### src/rtl/ws2812_string_driver_if.sv
// Purpose : pixel-word handshake into the WS2812 string driver.
// Latency : n/a (wires only); a word moves on an edge with valid and ready high.
// Backpr. : pix_ready_o low holds the producer; data must stay stable while valid.
// Ports   : pix_valid_i / pix_data_i driven by the producer (master),
//           pix_ready_o driven by the driver (slave).
interface ws2812_string_driver_if;
  logic        pix_valid_i;
  logic [23:0] pix_data_i;
  logic        pix_ready_o;

  modport master (output pix_valid_i, output pix_data_i, input pix_ready_o);
  modport slave  (input pix_valid_i, input pix_data_i, output pix_ready_o);
endinterface

### src/rtl/ws2812_string_driver.sv
// Purpose : serialise 24-bit GRB words onto the single-wire WS2812 LED line.
// Latency : push into an empty idle block -> first led_o rise two edges later.
// Backpr. : pix_ready_o drops while the pixel FIFO is full; pushes wait.
// Ports   : wb_clk_i/wb_rst_i clock and sync reset, pix (slave handshake),
//           led_o serial line, busy_o, fifo_level_o occupancy, done_o latch pulse.

// Purpose : small first-in first-out buffer with an occupancy count.
// Latency : pushed word is visible at the head one edge after the push.
// Backpr. : a push is refused while full, even on an edge that also pops.
module ws2812_fifo #(
  parameter int DW = 24,
  parameter int AW = 3
) (
  input  logic          wb_clk_i,
  input  logic          wb_rst_i,
  input  logic          i_push_vld,
  input  logic [DW-1:0] i_push_dat,
  input  logic          i_pop,
  output logic [DW-1:0] o_head_dat,
  output logic [AW:0]   o_level,
  output logic          o_full,
  output logic          o_empty
);
  localparam int DEPTH = 1 << AW;

  logic [DW-1:0] r_mem [DEPTH];
  logic [AW-1:0] r_wr_ptr;
  logic [AW-1:0] r_rd_ptr;
  logic [AW:0]   r_level;
  logic          w_push;
  logic          w_pop;

  assign o_full     = (r_level == (AW+1)'(DEPTH));
  assign o_empty    = (r_level == '0);
  assign o_level    = r_level;
  assign o_head_dat = r_mem[r_rd_ptr];
  assign w_push     = i_push_vld & ~o_full;
  assign w_pop      = i_pop & ~o_empty;

  always_ff @(posedge wb_clk_i) begin
    if (w_push) r_mem[r_wr_ptr] <= i_push_dat;
  end

  always_ff @(posedge wb_clk_i) begin
    if (wb_rst_i) begin
      r_wr_ptr <= '0;
      r_rd_ptr <= '0;
      r_level  <= '0;
    end else begin
      if (w_push) r_wr_ptr <= r_wr_ptr + 1'b1;
      if (w_pop)  r_rd_ptr <= r_rd_ptr + 1'b1;
      case ({w_push, w_pop})
        2'b10:   r_level <= r_level + 1'b1;
        2'b01:   r_level <= r_level - 1'b1;
        default: r_level <= r_level;
      endcase
    end
  end
endmodule

module ws2812_string_driver #(
  parameter int T0H_CYC  = 16,
  parameter int T1H_CYC  = 32,
  parameter int TBIT_CYC = 50,
  parameter int TRST_CYC = 2400,
  parameter int FIFO_AW  = 3
) (
  input  logic                   wb_clk_i,
  input  logic                   wb_rst_i,
  ws2812_string_driver_if.slave  pix,
  output logic                   led_o,
  output logic                   busy_o,
  output logic [FIFO_AW:0]       fifo_level_o,
  output logic                   done_o
);
  // One counter serves both the bit period and the latch period.
  localparam int CNT_MAX = (TBIT_CYC - 1 > TRST_CYC) ? TBIT_CYC - 1 : TRST_CYC;
  localparam int CW      = $clog2(CNT_MAX + 1);
  localparam logic [CW-1:0] C_BIT_LAST   = CW'(TBIT_CYC - 1);
  localparam logic [CW-1:0] C_LATCH_LAST = CW'(TRST_CYC);
  localparam logic [CW-1:0] C_T0H        = CW'(T0H_CYC);
  localparam logic [CW-1:0] C_T1H        = CW'(T1H_CYC);

  typedef enum logic [1:0] {S_IDLE, S_SHIFT, S_LATCH} state_t;

  state_t      r_state, w_state_nxt;
  logic [CW-1:0] r_cnt, w_cnt_nxt;
  logic [4:0]  r_bit_idx, w_bit_idx_nxt;
  logic [23:0] r_shift, w_shift_nxt;
  logic        r_led, r_busy, r_done;
  logic        w_led_nxt, w_done_nxt, w_pop;
  logic [23:0] w_head_dat;
  logic        w_full, w_empty;

  ws2812_fifo #(.DW(24), .AW(FIFO_AW)) u_fifo (
    .wb_clk_i   (wb_clk_i),
    .wb_rst_i   (wb_rst_i),
    .i_push_vld (pix.pix_valid_i),
    .i_push_dat (pix.pix_data_i),
    .i_pop      (w_pop),
    .o_head_dat (w_head_dat),
    .o_level    (fifo_level_o),
    .o_full     (w_full),
    .o_empty    (w_empty)
  );

  assign pix.pix_ready_o = ~w_full;
  assign led_o  = r_led;
  assign busy_o = r_busy;
  assign done_o = r_done;

  always_comb begin
    w_state_nxt   = r_state;
    w_cnt_nxt     = r_cnt;
    w_bit_idx_nxt = r_bit_idx;
    w_shift_nxt   = r_shift;
    w_done_nxt    = 1'b0;
    w_pop         = 1'b0;
    case (r_state)
      S_IDLE: begin
        if (!w_empty) begin
          w_pop         = 1'b1;
          w_shift_nxt   = w_head_dat;
          w_bit_idx_nxt = 5'd23;
          w_cnt_nxt     = '0;
          w_state_nxt   = S_SHIFT;
        end
      end
      S_SHIFT: begin
        if (r_cnt == C_BIT_LAST) begin
          w_cnt_nxt = '0;
          if (r_bit_idx == 5'd0) begin
            // Next word, if already queued, follows with no gap.
            if (!w_empty) begin
              w_pop         = 1'b1;
              w_shift_nxt   = w_head_dat;
              w_bit_idx_nxt = 5'd23;
            end else begin
              w_state_nxt = S_LATCH;
            end
          end else begin
            w_bit_idx_nxt = r_bit_idx - 1'b1;
            w_shift_nxt   = {r_shift[22:0], 1'b0};
          end
        end else begin
          w_cnt_nxt = r_cnt + 1'b1;
        end
      end
      S_LATCH: begin
        // TRST_CYC full low cycles after the last bit, then a terminal
        // cycle hands back to IDLE; done_o marks the first IDLE cycle.
        if (r_cnt == C_LATCH_LAST) begin
          w_cnt_nxt   = '0;
          w_state_nxt = S_IDLE;
          w_done_nxt  = 1'b1;
        end else begin
          w_cnt_nxt = r_cnt + 1'b1;
        end
      end
      default: begin
        w_state_nxt = S_IDLE;
        w_cnt_nxt   = '0;
      end
    endcase
    // Line level is registered from the state the next cycle will be in;
    // the current bit is always the MSB of the shift register.
    w_led_nxt = (w_state_nxt == S_SHIFT) &&
                (w_cnt_nxt < (w_shift_nxt[23] ? C_T1H : C_T0H));
  end

  always_ff @(posedge wb_clk_i) begin
    if (wb_rst_i) begin
      r_state   <= S_IDLE;
      r_cnt     <= '0;
      r_bit_idx <= '0;
      r_shift   <= '0;
      r_led     <= 1'b0;
      r_busy    <= 1'b0;
      r_done    <= 1'b0;
    end else begin
      r_state   <= w_state_nxt;
      r_cnt     <= w_cnt_nxt;
      r_bit_idx <= w_bit_idx_nxt;
      r_shift   <= w_shift_nxt;
      r_led     <= w_led_nxt;
      r_busy    <= (w_state_nxt != S_IDLE);
      r_done    <= w_done_nxt;
    end
  end
endmodule

### src/flat_wrapper.sv
// flat-port wrapper written by rule: the top's interface ports become plain ports
module ws2812_string_driver_flat 
#(
  parameter int T0H_CYC  = 16,
  parameter int T1H_CYC  = 32,
  parameter int TBIT_CYC = 50,
  parameter int TRST_CYC = 2400,
  parameter int FIFO_AW  = 3
)
  (wb_clk_i, wb_rst_i, led_o, busy_o, fifo_level_o, done_o, pix_pix_valid_i, pix_pix_data_i, pix_pix_ready_o);
  ws2812_string_driver_if pix_i ();
  input  logic wb_clk_i;
  input  logic wb_rst_i;
  output logic led_o;
  output logic busy_o;
  output logic [FIFO_AW:0] fifo_level_o;
  output logic done_o;
  input wire logic [$bits(pix_i.pix_valid_i)-1:0] pix_pix_valid_i;
  input wire logic [$bits(pix_i.pix_data_i)-1:0] pix_pix_data_i;
  output wire logic [$bits(pix_i.pix_ready_o)-1:0] pix_pix_ready_o;
  assign pix_i.pix_valid_i = pix_pix_valid_i;
  assign pix_i.pix_data_i = pix_pix_data_i;
  assign pix_pix_ready_o = pix_i.pix_ready_o;
  ws2812_string_driver #(.T0H_CYC(T0H_CYC), .T1H_CYC(T1H_CYC), .TBIT_CYC(TBIT_CYC), .TRST_CYC(TRST_CYC), .FIFO_AW(FIFO_AW)) u_core (.wb_clk_i(wb_clk_i), .wb_rst_i(wb_rst_i), .pix(pix_i), .led_o(led_o), .busy_o(busy_o), .fifo_level_o(fifo_level_o), .done_o(done_o));
endmodule
### config.mk
export PLATFORM = sky130hd
export DESIGN_NAME = ws2812_string_driver_flat
export DESIGN_NICKNAME = d
export VERILOG_FILES = /design/src/rtl/ws2812_string_driver_if.sv /design/src/rtl/ws2812_string_driver.sv /design/src/flat_wrapper.sv
export SDC_FILE = /design/constraint.sdc
export NUM_CORES = 1
export LEC_CHECK = 0
export CAP_MARGIN = 20
export CORE_MARGIN = 5
export CORE_UTILIZATION = 65
export CTS_BUF_LIST = sky130_fd_sc_hd__clkbuf_8
export CTS_CLUSTER_SIZE = 20
export DETAILED_ROUTE_END_ITERATION = 12
export PLACE_DENSITY = 0.84
export REMOVE_ABC_BUFFERS = 1
export SYNTH_ARGS = -nofsm -noshare
export SYNTH_HDL_FRONTEND = slang
export SYNTH_SLANG_ARGS = --single-unit
export TNS_END_PERCENT = 100
### constraint.sdc
create_clock -name wb_clk_i -period 9.6 [get_ports wb_clk_i]
set_input_delay 2.4 -clock wb_clk_i [delete_from_list [all_inputs] [get_ports wb_clk_i]]
set_output_delay 2.4 -clock wb_clk_i [all_outputs]
set_load 0.01 [all_outputs]
==> results of run 1 <==
[cells in the final DEF (no fill, tap or decap), types with 3 or more instances in the layout]
cell,count
a211oi_1,3
a21oi_1,21
a222oi_1,22
and2_1,3
buf_4,12
clkbuf_8,40
clkdlybuf4s50_1,33
clkinv_1,5
clkinv_2,3
dfxtp_1,57
edfxtp_1,192
ha_1,11
inv_1,26
mux2i_1,25
mux4_2,48
nand2_1,40
nand2b_1,6
nand3_1,11
nor2_1,51
nor2_2,4
nor2b_1,3
nor3_1,5
nor3_2,5
nor3b_1,3
o21ai_0,34
or3_1,6
or4_1,3
xnor2_1,3
xor2_1,5
[layer usage]
layer | global-route usage [%] | vias up
met5 | 0 | -
met4 | 6.887 | 0
met3 | 5.015 | 34
met2 | 38.38 | 192
met1 | 29.66 | 2982
li1 | - | 2708
[report_power, final]
part | internal [mW] | total, mW | switching (mW) | leakage (nW)
clock | 0.442 | 0.828 | 0.387 | 0.431
sequential | 1.31 | 1.43 | 0.124 | 2.23
combinational | 0.373 | 0.836 | 0.463 | 1.13
total | 2.12 | 3.09 | 0.973 | 3.78
[final timing paths]
kind	startpoint	endpoint	slack (ns)	depth (start not counted)
setup reg to reg	u_core.r_bit_idx[0]	u_core.u_fifo.o_level[3]	5.85	14
setup / recovery	u_core.u_fifo.o_level[0]	pix_pix_ready_o	5.35	3
hold / removal	u_core.r_bit_idx[0]	u_core.r_bit_idx[0]	0.51	1
hold reg to reg	u_core.r_bit_idx[0]	u_core.r_bit_idx[0]	0.51	1
[worst max-delay path: stages (launching register included)]
cell and delay (ns):
dfxtp_1 0.46, nor3_1 0.10, nand2_1 0.19, clkdlybuf4s50_1 0.59
[final cells by class]
| class | instances | share of cell area, % |
|---|---|---|
| multi-input combinational | 361 | 27.39 |
| sequential | 251 | 60.05 |
| tap | 216 | 2.335 |
| timing repair buffer | 46 | 3.675 |
| clock buffer | 40 | 4.756 |
| inverter | 9 | 0.2918 |
| clock inverter | 29 | 1.502 |
[registers in the layout, indices dropped and copies added, names as in the netlist, 2 cells and up, named ones only]
signal	count
u_core.u_fifo.r_wr_ptr	3
u_core.r_shift	24
u_core.u_fifo.r_rd_ptr	3
u_core.r_bit_idx	5
u_core.u_fifo.r_mem	192
u_core.r_cnt	12
u_core.r_state	2
u_core.u_fifo.o_level	4
[stage by stage]
stage	cell area (µm²)	std cells	hold WS [ns]	total power, mW
after floorplan	10110	621	0.4559	2.022
after global placement	10850	883	0.4798	2.232
after detailed placement	10850	883	0.5073	2.285
after CTS	11580	952	0.5137	3.117
after global routing	11580	952	0.5355	3.283
final	11580	952	0.5072	3.095
[kinds of logic after synthesis]
logic type / share of synthesized area (%)
XOR/XNOR: 0.6812
AND/OR/NAND/NOR: 7.992
buffers and inverters: 2.031
flip-flops: 67.53
adder cells (fa/ha/maj): 1.533
multiplexers: 12.94
AO/OA/AOI/OAI: 7.286
==> impl_metrics.ini, run 1 <==
[run_status]
result_of_the_run = finished, final reports clean

[floorplanning]
chipHeight_um = 135.8
die_w_um = 135.8
initial_core_utilization_pct = 65.46
die_area_mm2 = 0.01844
core-area_mm2 = 0.01571
top_level_ports = 35
placementRows = 46

[detailed_routing]
maxUsedRoutingLayer = met4
detail-route-antenna-nets = 0
met2_wirelength_um = 10490
met1_length_um = 8177
met3RoutedLength_um = 1189
initialDrtViolationCount = 611
remaining_drc_errors = 0
drt_first_pass_iters = 6
drt-wirelength-per-cell_um = 21.24
route.detailed.vias_per_inst = 6.214
detailroute.via_count = 5916
postRouteWirelength_um = 20220

[timing]
finalWorstPathRequiredPeriod_ns = 4.253
timing.final.crit_share_pct = 44.30
tightest_slew_ns = 0.9827
fin_ws_ns = 5.347
final_max_slew_viol_count = 0
grt_setup_unrepaired = no
clock-skew-final_ns = 0.02446
achievable-frequency_mhz = 235.1
max_slew_margin_pct = 34.41
timing_hold_violations_final = 0
fin_setup_tns_ns = 0
setup_viol = 0

[min_path]
hp-class = reg -> reg

[logic_synthesis]
synth_top_area_cell = edfxtp_1
synth_area_per_cell_um2 = 15.56
synth_edf_count = 192
async_sr_flop_fraction_pct = 0
synth-seq-cells = 251
syn-cell-area_mm2 = 0.01029
yosys-top-cells-count = edfxtp_1 (192), dfxtp_1 (59), nor2_1 (54)
part_of_the_yosys_area_used_for_sequential_elements_pct = 67.53
synthMostInstantiatedCell = edfxtp_1
synth.top_cells.by_area = edfxtp_1 (56%), dfxtp_1 (11%), mux4_2 (11%)
synth_warnings = 0
syn_inst = 661
synth-main-ff-cell = edfxtp_1
top_area_cell_type_share_of_the_netlist_area_pct = 56.05
synth_cell_type_count = 66

[clocking]
cts.repair_timing.setup_buffer_count = 0
cts-hold-fix-buffers = 0
tritoncts = built
number_of_cts_inserted_buffers = 39
htree_num_levels = 2
clock_sinks = 251
root_buffer_cell = clkbuf_8
cts-root-to-sink-buffers = 3
cts.repair.resized = 0
clock_latency_ns = 0.53
clkTransAtPathRegs_ns = 0.06

[worst_setup_path]
critical_path.endpoint_type = primary output
timing.setup.critical_path_class = reg -> out
timing.critical_path.from_type = flop
worstPathMaxFanout = 7
timing.critical_path.arrival_ns = 1.85
critical_path_required_ns = 7.20

[global_routing]
first_global_vias = 6027
grt_util_all_layers_pct = 22.63
global_route_wire_length_before_repair_um = 32040
grt_max_degree = 54
grt_overflow = 0
antenna_found_initial = 0

[power]
power-per-cell-area_mw_per_mm2 = 267.3
leakage_nw = 3.783
max-vdd-ir-drop_uv = 173.6

[place]
dp_hpwl_um = 12410
number_of_port_buffers = 34
dp_worst_setup_slack_ns = 4.793
gpl_congestion = 0.8434

[cells_and_area]
finalCoreUtilization_pct = 73.67
layout-area-overhead-vs-synth_pct = 12.54
register_area_mm2 = 0.006952
antenna-diode-count = 0
multi_input_area_mm2 = 0.003171
final_net_count = 747
fillers = 920
drive_above_1_share_pct = 18.48

[flow_run]
max-cap-violations = 0
Power figures use the tool's default switching activity.
==> run 2, diff against run 1 <==
--- a/config.mk
+++ b/config.mk
@@ -7,11 +7,11 @@
 export LEC_CHECK = 0
 export CAP_MARGIN = 20
 export CORE_MARGIN = 5
-export CORE_UTILIZATION = 65
+export CORE_UTILIZATION = 57
 export CTS_BUF_LIST = sky130_fd_sc_hd__clkbuf_8
 export CTS_CLUSTER_SIZE = 20
 export DETAILED_ROUTE_END_ITERATION = 12
-export PLACE_DENSITY = 0.84
+export PLACE_DENSITY = 0.78
 export REMOVE_ABC_BUFFERS = 1
 export SYNTH_ARGS = -nofsm -noshare
 export SYNTH_HDL_FRONTEND = slang
==> constraint.sdc (replaced) <==
create_clock -name wb_clk_i -period 3.6 [get_ports wb_clk_i]
set_input_delay 0.9 -clock wb_clk_i [delete_from_list [all_inputs] [get_ports wb_clk_i]]
set_output_delay 0.9 -clock wb_clk_i [all_outputs]
set_load 0.01 [all_outputs]
==> run 2 against run 1 <==
Compared with the run above: sequential power grew to 2.6 times the previous value; register-to-register slack got worse by 5.6 ns; setup slack worse by 5.1 ns; sequential share of layout area is 0.87 points lower; clock skew about the same; largest cell class unchanged.
==> impl_metrics.ini, run 2 (synthesis gave the netlist of run 1 again) <==
[cells_and_area]
final_net_count = 757
drive_above_1_share_pct = 20.51
layout-area-overhead-vs-synth_pct = 14.20
commonest_cells_after_routing_fill_and_taps_aside = edfxtp_1 (192), dfxtp_1 (57), nor2_1 (51)
final_area_mm2 = 0.01175
finalCoreUtilization_pct = 65.84
top_regs = u_core.u_fifo.r_mem x192, u_core.r_shift x24, u_core.r_cnt x12
largest_register_ff_count = 192
registers.top_by_ff_count = u_core.u_fifo.r_mem
antenna-diode-count = 0
final_common_cell = edfxtp_1

[place]
placement.cell_area_mm2 = 0.01094
gpl_congestion = 0.8905
dp_hpwl_um = 12160
number_of_port_buffers = 34

[clocking]
cts.repair_timing.setup_buffer_count = 0
tritoncts = built
root_buffer_cell = clkbuf_8
clkTransAtPathRegs_ns = 0.06
cts-root-to-sink-buffers = 3
htree_num_levels = 2
number_of_cts_inserted_buffers = 40
clock_sinks = 251
clock_latency_ns = 0.54

[worst_setup_path]
timing.setup.critical_path_class = reg -> reg
worstPathMaxFanout = 5
critical_path_required_ns = 4.07
critical-path-top-cell-by-count = ha_1
slowest_stage = or4b_4
timing.critical_path.from_type = flop
reg2reg_setup_slack_ns = 0.22
critical_path.max_stage_delay_ns = 0.50
critical_path.endpoint_type = flop
path_cells = inv_1 -> ha_1 -> or4b_4 -> o41ai_2 -> nor2b_2 -> and2_1 -> ha_1 -> ha_1 -> a21o_1 -> a21oi_1 -> xnor2_1 -> or3_1 -> a21oi_1
timing.critical_path.arrival_ns = 3.85

[global_routing]
grt_max_degree = 52
grt_util_all_layers_pct = 20.68
first_global_vias = 6177
global_route_wire_length_before_repair_um = 33090
grt_overflow = 0
antenna_found_initial = 0

[detailed_routing]
postRouteWirelength_um = 20830
drt-wirelength-per-cell_um = 21.36
route.detailed.vias_per_inst = 6.242
drt_first_pass_iters = 9
remaining_drc_errors = 0
detail-route-antenna-nets = 0
initialDrtViolationCount = 536
detailroute.via_count = 6086

[timing]
tightest_slew_ns = 0.5542
setup_viol = 0
final_max_slew_viol_count = 0
timing_hold_violations_final = 0
finalHoldWorstSlack_ns = 0.5208
clock-skew-final_ns = 0.02483
timing.final.crit_share_pct = 94.02
achievable-frequency_mhz = 295.4
max_slew_margin_pct = 63.05
finalWorstPathRequiredPeriod_ns = 3.385
grt_setup_unrepaired = no

[power]
pwr-share-seq_pct = 44.6
combPwrFrac_pct = 27.4
max-vdd-ir-drop_uv = 542.2
clock_power_share_pct = 28.1
power-per-cell-area_mw_per_mm2 = 722.4
internal_power_mw = 5.854
sw_frac_of_total_pct = 31.01
fin_total_pwr_mw = 8.485
switching_power_mw = 2.631
leakage_nw = 3.864

[flow_run]
max-cap-violations = 0

[floorplanning]
die_area_mm2 = 0.02083
chipHeight_um = 144.3
core-area_mm2 = 0.01784
initial_core_utilization_pct = 57.65
top_level_ports = 35
placementRows = 49
die_w_um = 144.3

[run_status]
result_of_the_run = finished, final reports clean

[min_path]
hp-class = reg -> reg
run 2: per-stage QoR:
stage / worst slack, ns / TNS, ns / instances
global placement: 0.2607 / 0 / 905
finish: 0.2153 / 0 / 975
global route: 0.03324 / 0 / 975
floorplan: -1.616 / -31.08 / 621
detailed placement: 0.1274 / 0 / 905
CTS: 0.09506 / 0 / 975
run 2: layout make-up:
cell class                      instances  area [µm²]
Sequential cell                       251        6952
Fill cell                            1201        6095
Tap cell                              229       286.5
Inverter                                9       33.78
Clock inverter                         23       146.4
Timing Repair Buffer                   55       496.7
Clock buffer                           47       646.9
Multi-Input combinational cell        361        3184
run 2: what timing repair did:
item / in CTS / in global routing
endpoints found under the setup margin: 0 / 2
resized for setup: 0 / 4
hold buffers: 0 / 0
run 2: worst paths after layout:
check,to,from,depth (start not counted)
hold reg to reg,u_core.r_shift[0],u_core.r_shift[0],2
setup reg to reg,u_core.u_fifo.o_level[3],u_core.r_bit_idx[0],13
setup / recovery,u_core.u_fifo.o_level[3],u_core.r_bit_idx[0],13
hold / removal,u_core.r_shift[0],u_core.r_shift[0],2
run 2: worst max-delay path, delay by kind of cell, from the launching register on:
family / cells / cell delay (ns)
compound gates: 4 / 0.88
xor+xnor: 1 / 0.10
fa+ha+maj: 3 / 0.65
buf+inv: 1 / 0.10
flops: 1 / 0.34
simple gates: 4 / 1.25
run 2: per-layer routing:
metal / up-vias / GRT usage [%] / share of wire (%)
met5: - / 0 / 0
met4: 0 / 7.462 / 2.7
met3: 48 / 4.696 / 5.8
met2: 219 / 34.50 / 50
met1: 3083 / 26.91 / 42
li1: 2736 / - / -
run 2: power groups by stage:
| stage | registers [mW] | clock network, mW | logic, mW |
|---|---|---|---|
| final | 3.78 | 2.38 | 2.32 |
| after global placement | 3.80 | 0 | 2.18 |
| after global routing | 3.82 | 2.56 | 2.56 |
| after detailed placement | 3.83 | 0 | 2.29 |
| after floorplan | 3.81 | 0 | 1.54 |
| after CTS | 3.77 | 2.44 | 2.31 |
